## src/rtl/i2s_frame_sched_pkg.sv

```systemverilog
// Shared types and constants for the I2S transmit frame scheduler.
package i2s_pkg;

  typedef enum logic [1:0] {
    IDLE = 2'd0,
    WAIT = 2'd1,
    RUN  = 2'd2,
    STOP = 2'd3
  } sched_state_t;

  localparam logic CHAN_L = 1'b0;
  localparam logic CHAN_R = 1'b1;
  localparam int   UCNT_W = 16;

  // Increment that sticks at all-ones instead of wrapping.
  function automatic logic [UCNT_W-1:0] sat_inc(input logic [UCNT_W-1:0] v);
    return (&v) ? v : v + 1'b1;
  endfunction

endpackage

```

## src/rtl/i2s_frame_sched_if.sv

```systemverilog
// Upstream frame stream and downstream sample handshake of the scheduler.
// The master modport is the scheduler side; slave is the FIFO/serializer side.
interface i2s_frame_sched_if #(
  parameter int DW = 24
);
  logic          s_valid;
  logic          s_ready;
  logic [DW-1:0] s_left;
  logic [DW-1:0] s_right;
  logic          o_valid;
  logic          i_ready;
  logic [DW-1:0] o_sample;
  logic          o_chan;

  modport master (
    input  s_valid, s_left, s_right, i_ready,
    output s_ready, o_valid, o_sample, o_chan
  );

  modport slave (
    output s_valid, s_left, s_right, i_ready,
    input  s_ready, o_valid, o_sample, o_chan
  );
endinterface

```

## src/rtl/i2s_frame_ctr.sv

```systemverilog
// Modulo-FS_RATIO frame position counter with enable and synchronous clear.
// Wrap and half strobes flag the last cycle of the frame and of its first half.
module i2s_frame_ctr #(
  parameter int FS_RATIO = 256
) (
  input  logic                        clk,
  input  logic                        rst_n,
  input  logic                        i_en,
  input  logic                        i_clr,
  output logic [$clog2(FS_RATIO)-1:0] o_fc,
  output logic                        o_wrap,
  output logic                        o_half
);
  localparam int             FCW     = $clog2(FS_RATIO);
  localparam logic [FCW-1:0] LAST    = FCW'(FS_RATIO - 1);
  localparam logic [FCW-1:0] HALF_M1 = FCW'(FS_RATIO / 2 - 1);

  logic [FCW-1:0] fc_q, fc_d;

  assign o_wrap = i_en && (fc_q == LAST);
  assign o_half = i_en && (fc_q == HALF_M1);
  assign o_fc   = fc_q;

  always_comb begin
    fc_d = fc_q;
    if (i_clr || o_wrap) fc_d = '0;
    else if (i_en)       fc_d = fc_q + 1'b1;
  end

  always_ff @(posedge clk) begin
    if (!rst_n) fc_q <= '0;
    else        fc_q <= fc_d;
  end
endmodule

```

## src/rtl/i2s_frame_sched.sv

```systemverilog
// I2S transmit frame scheduler: pulls one stereo frame per frame period and
// offers left then right to the serializer, handling stop, mute and underrun.
//   state | meaning
//   IDLE  | stopped, counter held at 0
//   WAIT  | enabled, waiting for the first upstream frame
//   RUN   | streaming, one frame pulled (or substituted) at fc=0
//   STOP  | finishing the current frame, then back to IDLE
module i2s_frame_sched
  import i2s_pkg::*;
#(
  parameter int DW        = 24,
  parameter int FS_RATIO  = 256,
  parameter int HOLD_LAST = 0
) (
  input  logic              clk,
  input  logic              rst_n,
  input  logic              i_enable,
  input  logic              i_mute,
  input  logic              i_clr_stats,
  i2s_frame_sched_if.master bus,
  output logic              o_frame_start,
  output logic              o_underrun,
  output logic              o_late,
  output logic [UCNT_W-1:0] o_underrun_cnt,
  output logic              o_busy
);
  localparam int FCW = $clog2(FS_RATIO);

  sched_state_t      state_q, state_d;
  logic [FCW-1:0]    fc;
  logic              fc_en, fc_clr, fc_wrap, fc_half, fc_zero;
  logic              s_ready, take, underrun, load;
  logic [DW-1:0]     buf_l_q, buf_l_d, buf_r_q, buf_r_d;
  logic              mute_q, mute_d;
  logic              o_valid_q, o_valid_d, o_chan_q, o_chan_d;
  logic [DW-1:0]     o_sample_q, o_sample_d;
  logic              frame_start_q, frame_start_d, underrun_q, underrun_d;
  logic              late_q, late_d, busy_q, busy_d;
  logic [UCNT_W-1:0] underrun_cnt_q, underrun_cnt_d;

  i2s_frame_ctr #(.FS_RATIO(FS_RATIO)) u_ctr (
    .clk    (clk),
    .rst_n  (rst_n),
    .i_en   (fc_en),
    .i_clr  (fc_clr),
    .o_fc   (fc),
    .o_wrap (fc_wrap),
    .o_half (fc_half)
  );

  assign fc_zero  = (fc == '0);
  assign s_ready  = (state_q == WAIT) || ((state_q == RUN) && fc_zero);
  assign take     = s_ready && bus.s_valid;
  assign underrun = (state_q == RUN) && fc_zero && !bus.s_valid;
  assign load     = take || underrun;

  // The WAIT handshake cycle is frame position 0, so the counter steps with it.
  assign fc_en  = (state_q == RUN) || (state_q == STOP) || ((state_q == WAIT) && bus.s_valid);
  assign fc_clr = (state_q == IDLE) || ((state_q == WAIT) && !bus.s_valid);

  always_comb begin
    state_d = state_q;
    case (state_q)
      IDLE:    if (i_enable) state_d = WAIT;
      WAIT: begin
        if (bus.s_valid)    state_d = RUN;
        else if (!i_enable) state_d = IDLE;
      end
      RUN:     if (!i_enable) state_d = STOP;
      STOP:    if (fc_wrap) state_d = IDLE;
      default: state_d = IDLE;
    endcase
  end

  always_comb begin
    buf_l_d        = buf_l_q;
    buf_r_d        = buf_r_q;
    mute_d         = mute_q;
    underrun_cnt_d = underrun_cnt_q;
    // Buffers keep the raw frame; mute is applied on the way out.
    if (take) begin
      buf_l_d = bus.s_left;
      buf_r_d = bus.s_right;
      mute_d  = i_mute;
    end else if (underrun) begin
      if (HOLD_LAST == 0) begin
        buf_l_d = '0;
        buf_r_d = '0;
      end
      mute_d = i_mute;
    end
    if (underrun)         underrun_cnt_d = i_clr_stats ? UCNT_W'(1) : sat_inc(underrun_cnt_q);
    else if (i_clr_stats) underrun_cnt_d = '0;
  end

  always_comb begin
    o_valid_d  = o_valid_q && !bus.i_ready;
    o_chan_d   = o_chan_q;
    o_sample_d = o_sample_q;
    late_d     = 1'b0;
    // Right is offered on schedule even if left is still pending.
    if (fc_half) begin
      late_d     = o_valid_q && !bus.i_ready;
      o_valid_d  = 1'b1;
      o_chan_d   = CHAN_R;
      o_sample_d = mute_q ? '0 : buf_r_q;
    end else if (fc_wrap) begin
      late_d    = o_valid_q && !bus.i_ready;
      o_valid_d = 1'b0;
    end
    if (load) begin
      o_valid_d  = 1'b1;
      o_chan_d   = CHAN_L;
      o_sample_d = mute_d ? '0 : buf_l_d;
    end
    frame_start_d = load;
    underrun_d    = underrun;
    busy_d        = (state_d != IDLE);
  end

  always_ff @(posedge clk) begin
    if (!rst_n) begin
      state_q        <= IDLE;
      buf_l_q        <= '0;
      buf_r_q        <= '0;
      mute_q         <= 1'b0;
      o_valid_q      <= 1'b0;
      o_chan_q       <= CHAN_L;
      o_sample_q     <= '0;
      frame_start_q  <= 1'b0;
      underrun_q     <= 1'b0;
      late_q         <= 1'b0;
      busy_q         <= 1'b0;
      underrun_cnt_q <= '0;
    end else begin
      state_q        <= state_d;
      buf_l_q        <= buf_l_d;
      buf_r_q        <= buf_r_d;
      mute_q         <= mute_d;
      o_valid_q      <= o_valid_d;
      o_chan_q       <= o_chan_d;
      o_sample_q     <= o_sample_d;
      frame_start_q  <= frame_start_d;
      underrun_q     <= underrun_d;
      late_q         <= late_d;
      busy_q         <= busy_d;
      underrun_cnt_q <= underrun_cnt_d;
    end
  end

  assign bus.s_ready    = s_ready;
  assign bus.o_valid    = o_valid_q;
  assign bus.o_chan     = o_chan_q;
  assign bus.o_sample   = o_sample_q;
  assign o_frame_start  = frame_start_q;
  assign o_underrun     = underrun_q;
  assign o_late         = late_q;
  assign o_underrun_cnt = underrun_cnt_q;
  assign o_busy         = busy_q;
endmodule

```

## src/flat_wrapper.sv

```systemverilog
// flat-port wrapper written by rule: the top's interface ports become plain ports
module i2s_frame_sched_flat import i2s_pkg::*;
#(
  parameter int DW        = 24,
  parameter int FS_RATIO  = 256,
  parameter int HOLD_LAST = 0
)
  (clk, rst_n, i_enable, i_mute, i_clr_stats, o_frame_start, o_underrun, o_late, o_underrun_cnt, o_busy, bus_s_valid, bus_s_left, bus_s_right, bus_i_ready, bus_s_ready, bus_o_valid, bus_o_sample, bus_o_chan);
  i2s_frame_sched_if #(.DW(DW)) bus_i ();
  input  logic clk;
  input  logic rst_n;
  input  logic i_enable;
  input  logic i_mute;
  input  logic i_clr_stats;
  output logic o_frame_start;
  output logic o_underrun;
  output logic o_late;
  output logic [UCNT_W-1:0] o_underrun_cnt;
  output logic o_busy;
  input wire logic [$bits(bus_i.s_valid)-1:0] bus_s_valid;
  input wire logic [$bits(bus_i.s_left)-1:0] bus_s_left;
  input wire logic [$bits(bus_i.s_right)-1:0] bus_s_right;
  input wire logic [$bits(bus_i.i_ready)-1:0] bus_i_ready;
  output wire logic [$bits(bus_i.s_ready)-1:0] bus_s_ready;
  output wire logic [$bits(bus_i.o_valid)-1:0] bus_o_valid;
  output wire logic [$bits(bus_i.o_sample)-1:0] bus_o_sample;
  output wire logic [$bits(bus_i.o_chan)-1:0] bus_o_chan;
  assign bus_i.s_valid = bus_s_valid;
  assign bus_i.s_left = bus_s_left;
  assign bus_i.s_right = bus_s_right;
  assign bus_i.i_ready = bus_i_ready;
  assign bus_s_ready = bus_i.s_ready;
  assign bus_o_valid = bus_i.o_valid;
  assign bus_o_sample = bus_i.o_sample;
  assign bus_o_chan = bus_i.o_chan;
  i2s_frame_sched #(.DW(DW), .FS_RATIO(FS_RATIO), .HOLD_LAST(HOLD_LAST)) u_core (.clk(clk), .rst_n(rst_n), .i_enable(i_enable), .i_mute(i_mute), .i_clr_stats(i_clr_stats), .bus(bus_i), .o_frame_start(o_frame_start), .o_underrun(o_underrun), .o_late(o_late), .o_underrun_cnt(o_underrun_cnt), .o_busy(o_busy));
endmodule
```

## config.mk

```make
export PLATFORM = sky130hd
export DESIGN_NAME = i2s_frame_sched_flat
export DESIGN_NICKNAME = d
export VERILOG_FILES = /design/src/rtl/i2s_frame_sched_pkg.sv /design/src/rtl/i2s_frame_sched_if.sv /design/src/rtl/i2s_frame_ctr.sv /design/src/rtl/i2s_frame_sched.sv /design/src/flat_wrapper.sv
export SDC_FILE = /design/constraint.sdc
export NUM_CORES = 1
export LEC_CHECK = 0
export CAP_MARGIN = 10
export CORE_MARGIN = 5
export CORE_UTILIZATION = 50
export DETAILED_ROUTE_END_ITERATION = 7
export GPL_TIMING_DRIVEN = 0
export PLACE_DENSITY = 0.94
export SETUP_SLACK_MARGIN = 0.15
export SKIP_CTS_REPAIR_TIMING = 1
export SYNTH_ARGS = -nofsm -noshare
export SYNTH_HDL_FRONTEND = slang
export SYNTH_SLANG_ARGS = --single-unit
```

## constraint.sdc

```tcl
create_clock -name clk -period 2.9 [get_ports clk]
set_input_delay 0.725 -clock clk [delete_from_list [all_inputs] [get_ports clk]]
set_output_delay 0.725 -clock clk [all_outputs]
set_load 0.02 [all_outputs]
```

==> metrics <==
result of the run completed; unrepaired setup endpoints after global routing no; x dimension of the die 93 um; Max-Slew Margin vs Limit 53.2%; number of distinct library cell variants in the gate-level netlist after synthesis 51; critical path endpoint category primary output; total wirelength of the detailed-routed design 10100 um; antenna diode count 0; area fraction in compound gates after synthesis 23.2%; Power Density 545 nW/um2; Post-Syn Area per Cell 8.70 um2; Tmin final 2.52 ns; antenna-violating nets left 0; multiplexer share of the synthesized area 0%; CTS tree yes; Int Power 1.96 mW; Die Area 8650 um2; post-synthesis instance area 3440 um2; final cycle utilization of the critical path 86.9%; type of the worst setup path flip-flop to primary output; total design power 2.63 mW; max-cap violation count 0; largest net degree at the start of global routing 15; Yosys reg bits 81; grt total ovfl 0; cts bufs inserted 9; Crit path max-delay family simple AND/OR/NAND/NOR gates; area share of xor/xnor cells in the synthesized design 1.78%; kind of launch point of the worst setup path flip-flop; count of endpoints failing hold in the final timing report 0; delay contributed by the slowest stage of the critical path 0.34 ns; global-route wire length before repair 16200 um; leakage dissipation 1.69 nW; worst hold path type flip-flop to flip-flop; f_max 397 MHz; Setup Skew 0.00722 ns; Combinational Power Share 15.3%; half-perimeter wire length of the detailed placement result 7390 um; Final Max Tran Viols 0; simple-gate area share of the yosys netlist 22.1%; clock power share 38.9%; number of sinks handled by clock tree synthesis 81; Bufs on Longest Clock Path 2; H-tree levels 3; starting density of the core 51.0%; Least-Margin Pin Slew 0.696 ns; cell with the largest stage delay on the worst path sky130_fd_sc_hd__dfxtp_1; Net Switching 0.669 mW; per-cell routed wire length 17.0 um; total iterations of the first detailed-routing run 5; required time worst endpoint 2.17 ns; share of synthesized area occupied by flip-flops and latches 47.1%; biggest fanout along the worst timing path 4; FP Rows 30; share of cells above drive strength 1 8.93%; CTS root buf sky130_fd_sc_hd__clkbuf_8; antenna violations before repair 0; number of port buffers 101; latest clock arrival within the worst-skew pair 0.36 ns; switch share 25.4%; number of global-route vias before repair 3533; post-synthesis share of cell area spent on full adders, half adders and majority gates 1.09%; final routed DRC violation total 0; global-route usage over all layers 23.4%; Worst Path Buf+Inv 2; cells traversed along the worst timing path inv_1 -> ha_1 -> and4bb_4 -> nand3_1 -> nand2_1 -> dlymetal6s2s_1; starting DRC count in detailed routing 264; sequential cell fraction of total power 45.8%; worst vdd rail ir drop 364 uV; yosys synthesis warning count 0; GP Congestion 0.932; Die H 93 um; DR vias/cell 5.96; via total after detailed routing 3544; area grow syn2layout 40.0%; total of endpoints with negative setup slack in the final report 0; largest family of logic cells by synthesized area compound AO/OA/AOI/OAI gates; number of ports placed on the die boundary 102; post-route setup TNS 0 ns; number of nets in the final layout 568; placeable core region 6760 um2; synthesized netlist net count 454; Cells after Synth 396; crit path DAT 1.79 ns; worst reg2reg setup slack 0.62 ns; clock transition time at the flip-flop clock pins of the worst setup and hold paths 0.08 ns
[cells by family after synthesis]
family	Yosys count
adder cells (fa/ha/maj)	3
AND/OR/NAND/NOR	147
buffers and inverters	33
AO/OA/AOI/OAI	125
flip-flops	81
XOR/XNOR	7
[cells in the mapped netlist, drive strengths merged]
| cell type | instances | area (um2) |
|---|---|---|
| xnor2 | 5 | 43.8 |
| nand2b | 10 | 65.1 |
| a22o | 17 | 149 |
| o31ai | 3 | 22.5 |
| or4 | 3 | 22.5 |
| o21ai | 34 | 170 |
| nor3b | 1 | 7.51 |
| or2 | 2 | 12.5 |
| ha | 3 | 37.5 |
| inv | 7 | 26.3 |
| and3b | 1 | 8.76 |
| xor2 | 2 | 17.5 |
| nand3 | 11 | 55.1 |
| dfxtp | 81 | 1620 |
| and2 | 1 | 6.26 |
| a32o | 2 | 20.0 |
| a21oi | 32 | 164 |
| nand4 | 7 | 58.8 |
| a211o | 1 | 8.76 |
| nor4 | 6 | 58.8 |
| a32oi | 1 | 16.3 |
| a22oi | 8 | 60.1 |
| clkbuf | 12 | 46.3 |
| a211oi | 3 | 32.5 |
| a31oi | 19 | 119 |
| and4bb | 1 | 16.3 |
| or3 | 5 | 31.3 |
| nor3 | 7 | 46.3 |
| buf | 14 | 90.1 |
| nor2 | 37 | 149 |
| nor2b | 3 | 18.8 |
| a21o | 1 | 7.51 |
| o211ai | 1 | 7.51 |
| nand2 | 50 | 188 |
| o21bai | 1 | 7.51 |
| and4 | 2 | 17.5 |
| o21a | 2 | 15.0 |
[final timing paths]
path | start | end | cells past startpoint
setup / recovery | u_core.u_ctr.o_fc[0]$_SDFFE_PP0P_ | bus_s_ready | 6
hold / removal | u_core.u_ctr.o_fc[0]$_SDFFE_PP0P_ | u_core.u_ctr.o_fc[0]$_SDFFE_PP0P_ | 1
setup reg to reg | u_core.u_ctr.o_fc[2]$_SDFFE_PP0P_ | u_core.buf_r_q[23]$_SDFFE_PN0N_ | 8
hold reg to reg | u_core.u_ctr.o_fc[0]$_SDFFE_PP0P_ | u_core.u_ctr.o_fc[0]$_SDFFE_PP0P_ | 1
[flip-flops by register name (all words and copies together), names as in the netlist]
register and count:
u_core.buf_r_q 24, u_core.bus.o_chan 1, u_core.bus.o_sample 24, u_core.bus.o_valid 1, u_core.mute_q 1, u_core.o_busy 1
u_core.o_frame_start 1, u_core.o_late 1, u_core.o_underrun 1, u_core.o_underrun_cnt 16, u_core.state_q 2, u_core.u_ctr.o_fc 8
[metrics by stage]
step | hold WS, ns | setup slack, ns | std cells | area [um2] | utilization (%)
2_1_floorplan | 0.430 | 0.999 | 396 | 3440 | -
3_3_place_gp | 0.441 | 0.254 | 577 | 4560 | 67.4
3_5_place_dp | 0.464 | 0.177 | 577 | 4560 | 67.4
4_1_cts | 0.479 | 0.00435 | 593 | 4810 | 71.1
5_1_grt | 0.501 | 0.311 | 595 | 4820 | 71.4
6_report | 0.477 | 0.381 | 595 | 4820 | 71.4
[final cells by class]
| type | instances | area [um2] |
|---|---|---|
| clock buffer | 10 | 138 |
| fill | 492 | 1930 |
| multi-input combinational | 282 | 1660 |
| clock inverter | 6 | 113 |
| timing repair buffer | 103 | 1030 |
| inverter | 7 | 26.3 |
| tap | 80 | 100 |
| sequential | 81 | 1620 |
| buffer | 26 | 136 |
[placed cells by master (no fill, tap or decap), types with 4 or more instances in the layout]
| cell | count |
|---|---|
| sky130_fd_sc_hd__clkbuf_8 | 10 |
| sky130_fd_sc_hd__clkdlybuf4s50_1 | 100 |
| sky130_fd_sc_hd__nand2b_1 | 9 |
| sky130_fd_sc_hd__nor4_1 | 4 |
| sky130_fd_sc_hd__nand4_1 | 6 |
| sky130_fd_sc_hd__o21ai_0 | 33 |
| sky130_fd_sc_hd__a22oi_1 | 8 |
| sky130_fd_sc_hd__nor3_1 | 6 |
| sky130_fd_sc_hd__or3_1 | 5 |
| sky130_fd_sc_hd__nand3_1 | 11 |
| sky130_fd_sc_hd__nand2_1 | 50 |
| sky130_fd_sc_hd__clkbuf_1 | 11 |
| sky130_fd_sc_hd__a21oi_1 | 31 |
| sky130_fd_sc_hd__buf_2 | 9 |
| sky130_fd_sc_hd__a31oi_1 | 19 |
| sky130_fd_sc_hd__inv_1 | 7 |
| sky130_fd_sc_hd__dfxtp_1 | 81 |
| sky130_fd_sc_hd__a22o_1 | 17 |
| sky130_fd_sc_hd__nor2_1 | 35 |
| sky130_fd_sc_hd__xnor2_1 | 5 |
[power groups by stage]
stage               combinational [mW]  clock, mW  sequential [mW]
CTS                              0.402       1.03             1.20
global placement                 0.386          0             1.22
finish                           0.402       1.02             1.20
global route                     0.431       1.08             1.21
detailed placement               0.398          0             1.22
floorplan                        0.157          0             1.26
[per-layer routing]
layer,track usage [%],part of all wire (%),up-vias
met3,5.87,8.4,34
met4,12.7,3.1,0
met5,0,0,-
met2,40.7,50,175
li1,-,-,1654
met1,26.0,39,1681
No activity file was read; power rests on OpenSTA's default activity.
